**src/rtl/toggle_cover_pkg.sv**
```systemverilog
// Shared constants and types for the toggle-coverage report scheduler.
package toggle_cover_pkg;

  // Total cover points in the instrumented design's toggle space
  localparam longint unsigned COVER_TOTAL = 64'd8065;

  // Default number of toggle bits per group
  localparam int unsigned DEFAULT_GROUP_W = 8;

  // Absolute cover index carried on the report stream
  typedef logic [63:0] cover_idx_t;

endpackage : toggle_cover_pkg

```
**src/rtl/toggle_cover_prio_enc.sv**
```systemverilog
// Lowest-set-bit priority encoder: any=1 when req is non-zero, sel=index of lowest set bit.
module toggle_cover_prio_enc #(
  parameter int unsigned N = 8
) (
  input  logic [N-1:0]         req,
  output logic                 any,
  output logic [$clog2(N)-1:0] sel
);

  localparam int unsigned SEL_W = $clog2(N);

  // Scan from the top down so the lowest set bit is the last one written
  always_comb begin
    any = |req;
    sel = '0;
    for (int i = int'(N) - 1; i >= 0; i--) begin
      if (req[i]) sel = SEL_W'(i);
    end
  end

endmodule : toggle_cover_prio_enc

```
**src/rtl/toggle_cover_sched.sv**
```systemverilog
// Deduplicating toggle-coverage scheduler: remembers fired points and serialises each
// first-time hit onto a single valid/ready report stream with an absolute cover index.
module toggle_cover_sched
  import toggle_cover_pkg::*;
#(
  parameter longint unsigned COVER_INDEX = 0,
  parameter int unsigned     GROUP_W     = DEFAULT_GROUP_W,
  parameter int unsigned     N_GROUPS    = 4
) (
  input  logic                                     clock,
  input  logic                                     reset,
  input  logic                                     enable,
  input  logic                                     clear,
  input  logic [GROUP_W*N_GROUPS-1:0]              valid,
  input  logic                                     report_ready,
  output logic                                     report_valid,
  output logic [63:0]                              report_index,
  output logic [$clog2(GROUP_W*N_GROUPS+1)-1:0]    hit_count
);

  localparam int unsigned N     = GROUP_W * N_GROUPS;
  localparam int unsigned SEL_W = $clog2(N);
  localparam int unsigned CNT_W = $clog2(N + 1);

  // The window of points handled here must fit inside the design's toggle space
  if (COVER_INDEX + longint'(N) > COVER_TOTAL) begin : g_range_err
    $error("toggle_cover_sched: COVER_INDEX + N exceeds COVER_TOTAL");
  end

  logic [N-1:0]     seen_q, seen_d;
  logic [N-1:0]     pending_q, pending_d;
  logic             report_valid_q, report_valid_d;
  cover_idx_t       report_index_q, report_index_d;
  logic [CNT_W-1:0] hit_count_q, hit_count_d;

  logic [N-1:0]     new_hits;
  logic             handshake;
  logic             load;
  logic             pend_any;
  logic [SEL_W-1:0] pend_sel;

  toggle_cover_prio_enc #(
    .N (N)
  ) u_prio_enc (
    .req (pending_q),
    .any (pend_any),
    .sel (pend_sel)
  );

  // Next-state: capture new hits, refill the output register, count handshakes, apply clear
  always_comb begin
    new_hits       = (enable && !clear) ? (valid & ~seen_q) : '0;
    handshake      = report_valid_q && report_ready;
    load           = !report_valid_q || report_ready;

    seen_d         = seen_q | new_hits;
    pending_d      = pending_q | new_hits;
    report_valid_d = report_valid_q;
    report_index_d = report_index_q;
    hit_count_d    = hit_count_q;

    if (handshake && (hit_count_q != CNT_W'(N))) begin
      hit_count_d = hit_count_q + CNT_W'(1);
    end

    // Clear forgets pending points, so nothing new is loaded in that cycle
    if (load) begin
      if (pend_any && !clear) begin
        report_valid_d      = 1'b1;
        report_index_d      = cover_idx_t'(COVER_INDEX) + cover_idx_t'(pend_sel);
        pending_d[pend_sel] = 1'b0;
      end else begin
        report_valid_d      = 1'b0;
      end
    end

    // An in-flight report survives clear; only the memory and the count are wiped
    if (clear) begin
      seen_d      = '0;
      pending_d   = '0;
      hit_count_d = '0;
    end
  end

  // State registers with synchronous active-high reset
  always_ff @(posedge clock) begin
    if (reset) begin
      seen_q         <= '0;
      pending_q      <= '0;
      report_valid_q <= 1'b0;
      report_index_q <= '0;
      hit_count_q    <= '0;
    end else begin
      seen_q         <= seen_d;
      pending_q      <= pending_d;
      report_valid_q <= report_valid_d;
      report_index_q <= report_index_d;
      hit_count_q    <= hit_count_d;
    end
  end

  assign report_valid = report_valid_q;
  assign report_index = report_index_q;
  assign hit_count    = hit_count_q;

endmodule : toggle_cover_sched
```
**config.mk**
```make
export PLATFORM = sky130hd
export DESIGN_NAME = toggle_cover_sched
export DESIGN_NICKNAME = d
export VERILOG_FILES = /design/src/rtl/toggle_cover_pkg.sv /design/src/rtl/toggle_cover_prio_enc.sv /design/src/rtl/toggle_cover_sched.sv
export SDC_FILE = /design/constraint.sdc
export NUM_CORES = 1
export LEC_CHECK = 0
export BUFFER_PORTS_ARGS = -buffer_cell sky130_fd_sc_hd__clkbuf_2
export CAP_MARGIN = 20
export CELL_PAD_IN_SITES_DETAIL_PLACEMENT = 1
export CELL_PAD_IN_SITES_GLOBAL_PLACEMENT = 1
export CORE_MARGIN = 2
export CORE_UTILIZATION = 34
export DETAILED_ROUTE_END_ITERATION = 8
export GPL_ROUTABILITY_DRIVEN = 0
export GPL_TIMING_DRIVEN = 1
export PLACE_DENSITY = 0.83
export SYNTH_ARGS = -nofsm -noshare
export SYNTH_HDL_FRONTEND = slang
export SYNTH_SLANG_ARGS = --single-unit
```
**constraint.sdc**
```tcl
create_clock -name clock -period 1.8 [get_ports clock]
set_input_delay 0.54 -clock clock [delete_from_list [all_inputs] [get_ports clock]]
set_output_delay 0.54 -clock clock [all_outputs]
set_load 0.01 [all_outputs]
```
== Word-level counts from Yosys, hierarchy flattened ==
Cells that the tools add are included.

* Add/sub/neg operators: 1
* Magnitude comparators: 2
* Equality and inequality tests: 1
* Muxes and demuxes: 38
* Bitwise operators: 6
* Reduce and logical (&&, ||, !) cells: 11

{| class="wikitable"
|+ Operator list
! kind !! count
|-
| 2-to-1 mux 5 bit || 32
|-
| 2-to-1 mux 32 bit || 3
|-
| bitwise AND 32 bit || 2
|-
| inverter 32 bit || 2
|-
| bitwise OR 32 bit || 2
|-
| OR reduction 32 bit || 1
|-
| adder 6 x 1 -> 6 bit, second input constant || 1
|-
| < comparator 5 x 6 -> 1 bit, second input constant || 1
|-
| inequality test 6 bit, second input constant || 1
|-
| demux 1 bit (select 5 bit) || 1
|-
| greater-or-equal comparator 5 x 1 -> 1 bit, second input constant || 1
|-
| logical AND 1 bit || 5
|-
| zero test 1 bit || 2
|-
| 2-to-1 mux 1 bit || 2
|-
| AND reduction 2 bit || 1
|-
| OR reduction 2 bit || 1
|-
| logical OR 1 bit || 1
|}

* Flip-flop bits (word level): 76
* Input port bits: 37
* Output and inout port bits: 71
* Logic and storage cells: 64

== Longest topological paths before layout ==
* Depth in word-level cells: 40
* Depth in mapped cells: 7

== By module ==
A second synthesis with hierarchy kept.

* Cell total of the unflattened synthesis: 452
* Area total of the unflattened synthesis: 3748.6 um^2

{| class="wikitable"
|+ Modules (own cells, without submodules)
! module !! instances !! cells an instance !! area an instance (um^2)
|-
| toggle_cover_sched || 1 || 387 || 3363.2
|-
| toggle_cover_prio_enc || 1 || 65 || 385.4
|}

== Worst setup path after synthesis ==
No wires, ideal clock.

* Path kind: flip-flop to flip-flop
* From: reg hit_count_q[0], in the netlist hit_count[0]
* To: reg hit_count_q[5], in the netlist hit_count[5]
* Setup time: 128 ps
* Arrival time: 1615 ps
* Data required time: 1672 ps
* Setup slack: 57 ps
* Cell stages (with the launch flop): 8
* Path through: dfxtp_1 inv_1 ha_1 a31oi_1 and4_1 and3_1 xnor2_1 nor2_1

* Cells in the longest elaborated chain, start to end: 2
* Elaborated cells on any way between the ends: 3

{| class="wikitable"
|+ RTL lines
! item !! RTL line !! text
|-
| start, declared || toggle_cover_sched.sv:34 || <nowiki>logic [CNT_W-1:0] hit_count_q, hit_count_d;</nowiki>
|-
| start signal, assigned || toggle_cover_sched.sv:98 || <nowiki>hit_count_q <= hit_count_d;</nowiki>
|-
| branches (longest 2 deep; another with adder 6 x 1 -> 6 bit) || - ||
|}

Several ways; the timed one is not identified.
A chain may end at the register's enable or synchronous reset.

== Worst setup path after layout ==
* From: reg pending_q[29]
* To: reg pending_q[18]

* Cells in the longest elaborated chain, start to end: 38
* Elaborated cells on any way between the ends: 41

{| class="wikitable"
|+ RTL lines
! item !! RTL line !! text
|-
| start, declared || toggle_cover_sched.sv:31 || <nowiki>logic [N-1:0] pending_q, pending_d;</nowiki>
|-
| start signal, assigned || toggle_cover_sched.sv:95 || <nowiki>pending_q <= pending_d;</nowiki>
|-
| 2-to-1 mux 5 bit (30 in series) || toggle_cover_prio_enc.sv:17 || <nowiki>if (req[i]) sel = SEL_W'(i);</nowiki>
|-
| < comparator 5 x 6 -> 1 bit (implied by the code) or greater-or-equal comparator 5 x 1 -> 1 bit (tied branches) || toggle_cover_sched.sv:71 || <nowiki>pending_d[pend_sel] = 1'b0;</nowiki>
|-
| logical AND 1 bit (implied by the code) || toggle_cover_sched.sv:71 ||
|-
| 2-to-1 mux 1 bit (implied by the code) || toggle_cover_sched.sv:71 ||
|-
| demux 1 bit (select 5 bit) || toggle_cover_sched.sv:71 ||
|-
| inverter 32 bit (no line) || - ||
|-
| bitwise AND 32 bit (no line) || - ||
|-
| 2-to-1 mux 32 bit (*) || toggle_cover_sched.sv:68 || <nowiki>if (pend_any && !clear) begin</nowiki>
|-
| 2-to-1 mux 32 bit (*) || toggle_cover_sched.sv:67 || <nowiki>if (load) begin</nowiki>
|}

Mark *: on every way between the ends. The rest lies on a longest branch, timed or not.

==> metrics.cfg <==
[clock_tree]
cts_sinks=76
cts_tree=yes
cts_max_path_buffers=2
cts_inserted_buffers=9
clock-root-buffer=clkbuf_8
clk_pin_slew_ps=80
cts_max_level=3
clk_latency_ps=380
hold_buffers=0

[worst_hold_path]
hold_class=primary input to flip-flop

[sta]
min_period_ps=2070
fin_ws_ps=-268
tightest_slew_ps=531
rsz0062_at_grt=yes
max_freq_ghz=0.484
fin_skew_ps=11.9
fin_crit_sh_pct=115
slew_viol_final=0
relSlewSlack_pct=64.4
fin_setup_tns_ps=-5680
setup_viol=38
hold_viol_final=0

[final_layout]
fin_util_pct=47.1
antenna_cells=0
drive_gt1_share_pct=37.5
layout.nets=623
fin_area_um2=5080
syn2layout_area_growth_pct=36.3

[worst_setup_path]
critical_path.max_stage_delay_ps=410
critPathArrivalTime_ps=2350
start_kind=flip-flop
critPathRequiredTime_ps=2080
worst_path_max_delay_cell=dfxtp_1
cp_max_fo=8
path_cells=nor2_1 > a221o_1 > a211oi_2 > o2111ai_2 > and2_4 > a221oi_2
cp-end-kind=flip-flop
crit_family=compound AO/OA/AOI/OAI gates
crit_buf_inv=0
path_class=flip-flop to flip-flop

[synth]
ys_seq_area_share_pct=40.8
syn-cell-area_um2=3730
synth_cell_type_count=51
syn_inst=469
synth_warnings=0
synth.avg_cell_area_um2=7.95
synth_enable_flop_cells=0
async_reset_ff_share_pct=0
ys_seq_elements=76
ys.flop_type=dfxtp_1

[route]
routed_wirelength_um=14300
drt_iter0_drc=186
wl_per_cell_um=19.6
viasPerCell=5.26
first_pass_iters=5
drc_errors=0
vias=3834
antenna_left=0

[power_and_ir_drop]
p_per_area_nw_per_um2=816
leakagePower_nw=2.17
power.total_mw=4.15
vdd_drop_max_mv=0.442

[placed_design]
io_buffers=48
dp_hpwl_um=8190
place_area_um2=4350
post-place-ws_ps=-307

[floorplan]
dieArea_um2=11800
initial_core_util_pct=34.5
die_w_um=109
ios=108
core-area_um2=10800
die-height_um=109
fp-row-count=38

[global_route]
grt_pass1_wl_um=18700
grt_remaining_overflow=0
track_usage_pct=20.7
antenna_found_initial=0
grt_pass1_vias=3722
grt_max_degree=33

[job]
timing.max_cap.violations=0

[outcome]
violations=setup timing
status=finished, violations left

## where the power goes
group	switching (mW)	total (mW)	leakage (nW)	internal [mW]
Clock	0.684	1.30	0.0917	0.612
Sequential	0.0488	1.78	0.623	1.73
Combinational	0.616	1.07	1.45	0.458
Total	1.35	4.15	2.17	2.80
## per-layer routing
metal	global-route usage, %	vias to the layer above	wire (um)
met1	23.4	1881	5390
li1	-	1729	-
met3	4.42	53	789
met2	36.3	171	7390
met5	0	-	0
met4	11.4	0	700
## metrics by stage
stage / std cells / hold WS, ps
after detailed placement: 698 / 450
after global placement: 698 / 440
after CTS: 720 / 399
final: 729 / 397
after global routing: 729 / 421
after floorplan: 527 / 428
## what timing repair did
action	CTS	global route
buffers inserted	7	10
gates resized for setup	55	45
pin swaps	25	17
endpoints found under the setup margin	36	38
## cell usage after synthesis, types with 7 or more instances
cell type  instances  share of area, %
o21ai_0           29               3.9
nand2b_1           8               1.3
dfxtp_1           76                41
nor3_1             8               1.1
clkbuf_1           9              0.91
nor4_1             7               1.2
a21oi_1           61               8.2
nand2_1           37               3.7
nor2_1            81               8.2
inv_1             11               1.1
buf_4             59                12
a31oi_1           11               1.8
## logic make-up after synthesis
kind of cell               synth area share, %
AOI/OAI and AO/OA                         19.8
adders and majority gates                0.671
DFF                                       40.8
other                                    0.101
xor gates and xnor gates                  1.17
buffers and inverters                     14.9
and+or+nand+nor                           22.5
## state kept, by name, indices dropped and copies added, names as in the netlist
register and flops:
report_valid 1, hit_count 6, seen_q 32, pending_q 32, report_index 5
## tightest hold or removal path: stages
cell and delay (ps):
clkbuf_2 90, a21oi_1 50, nor2_1 70
## path summary, 6_finish.rpt
| kind | start | endpoint | slack (ps) | depth (start not counted) |
|---|---|---|---|---|
| worst max-delay path | pending_q[29]$_SDFF_PP0_ | pending_q[18]$_SDFF_PP0_ | -270 | 6 |
| worst min-delay path | valid[25] | seen_q[25]$_SDFF_PP0_ | 400 | 3 |
| worst max register to register | pending_q[29]$_SDFF_PP0_ | pending_q[18]$_SDFF_PP0_ | -270 | 6 |
| worst min register to register | report_index[0]$_SDFFE_PP0P_ | report_index[0]$_SDFFE_PP0P_ | 460 | 2 |
## layout by cell type, fill, tap and decap left out, types with 4 or more instances in the layout
master    instances
conb_1           59
nand2_1          36
buf_12            4
nand2b_1          6
nor2_2            4
buf_6            10
clkbuf_2         48
buf_4            60
inv_1            10
a21oi_2          19
nor4_4            6
nor3_1            6
a31oi_1           7
o21ai_0          27
a21oi_1          40
clkbuf_8         12
a221oi_2          5
nand3b_1          5
nor2_1           77
dfxtp_1          63
dfxtp_2          10
## final cells by class
class	instances	area, um^2
inverters	11	43.8
repair buffers	122	883
clock inverters	3	20.0
well taps	140	175
multi-input cells	364	2250
fillers	1283	5710
clock buffers	13	169
flip-flops and latches	76	1550
Power figures use the tool's default switching activity.
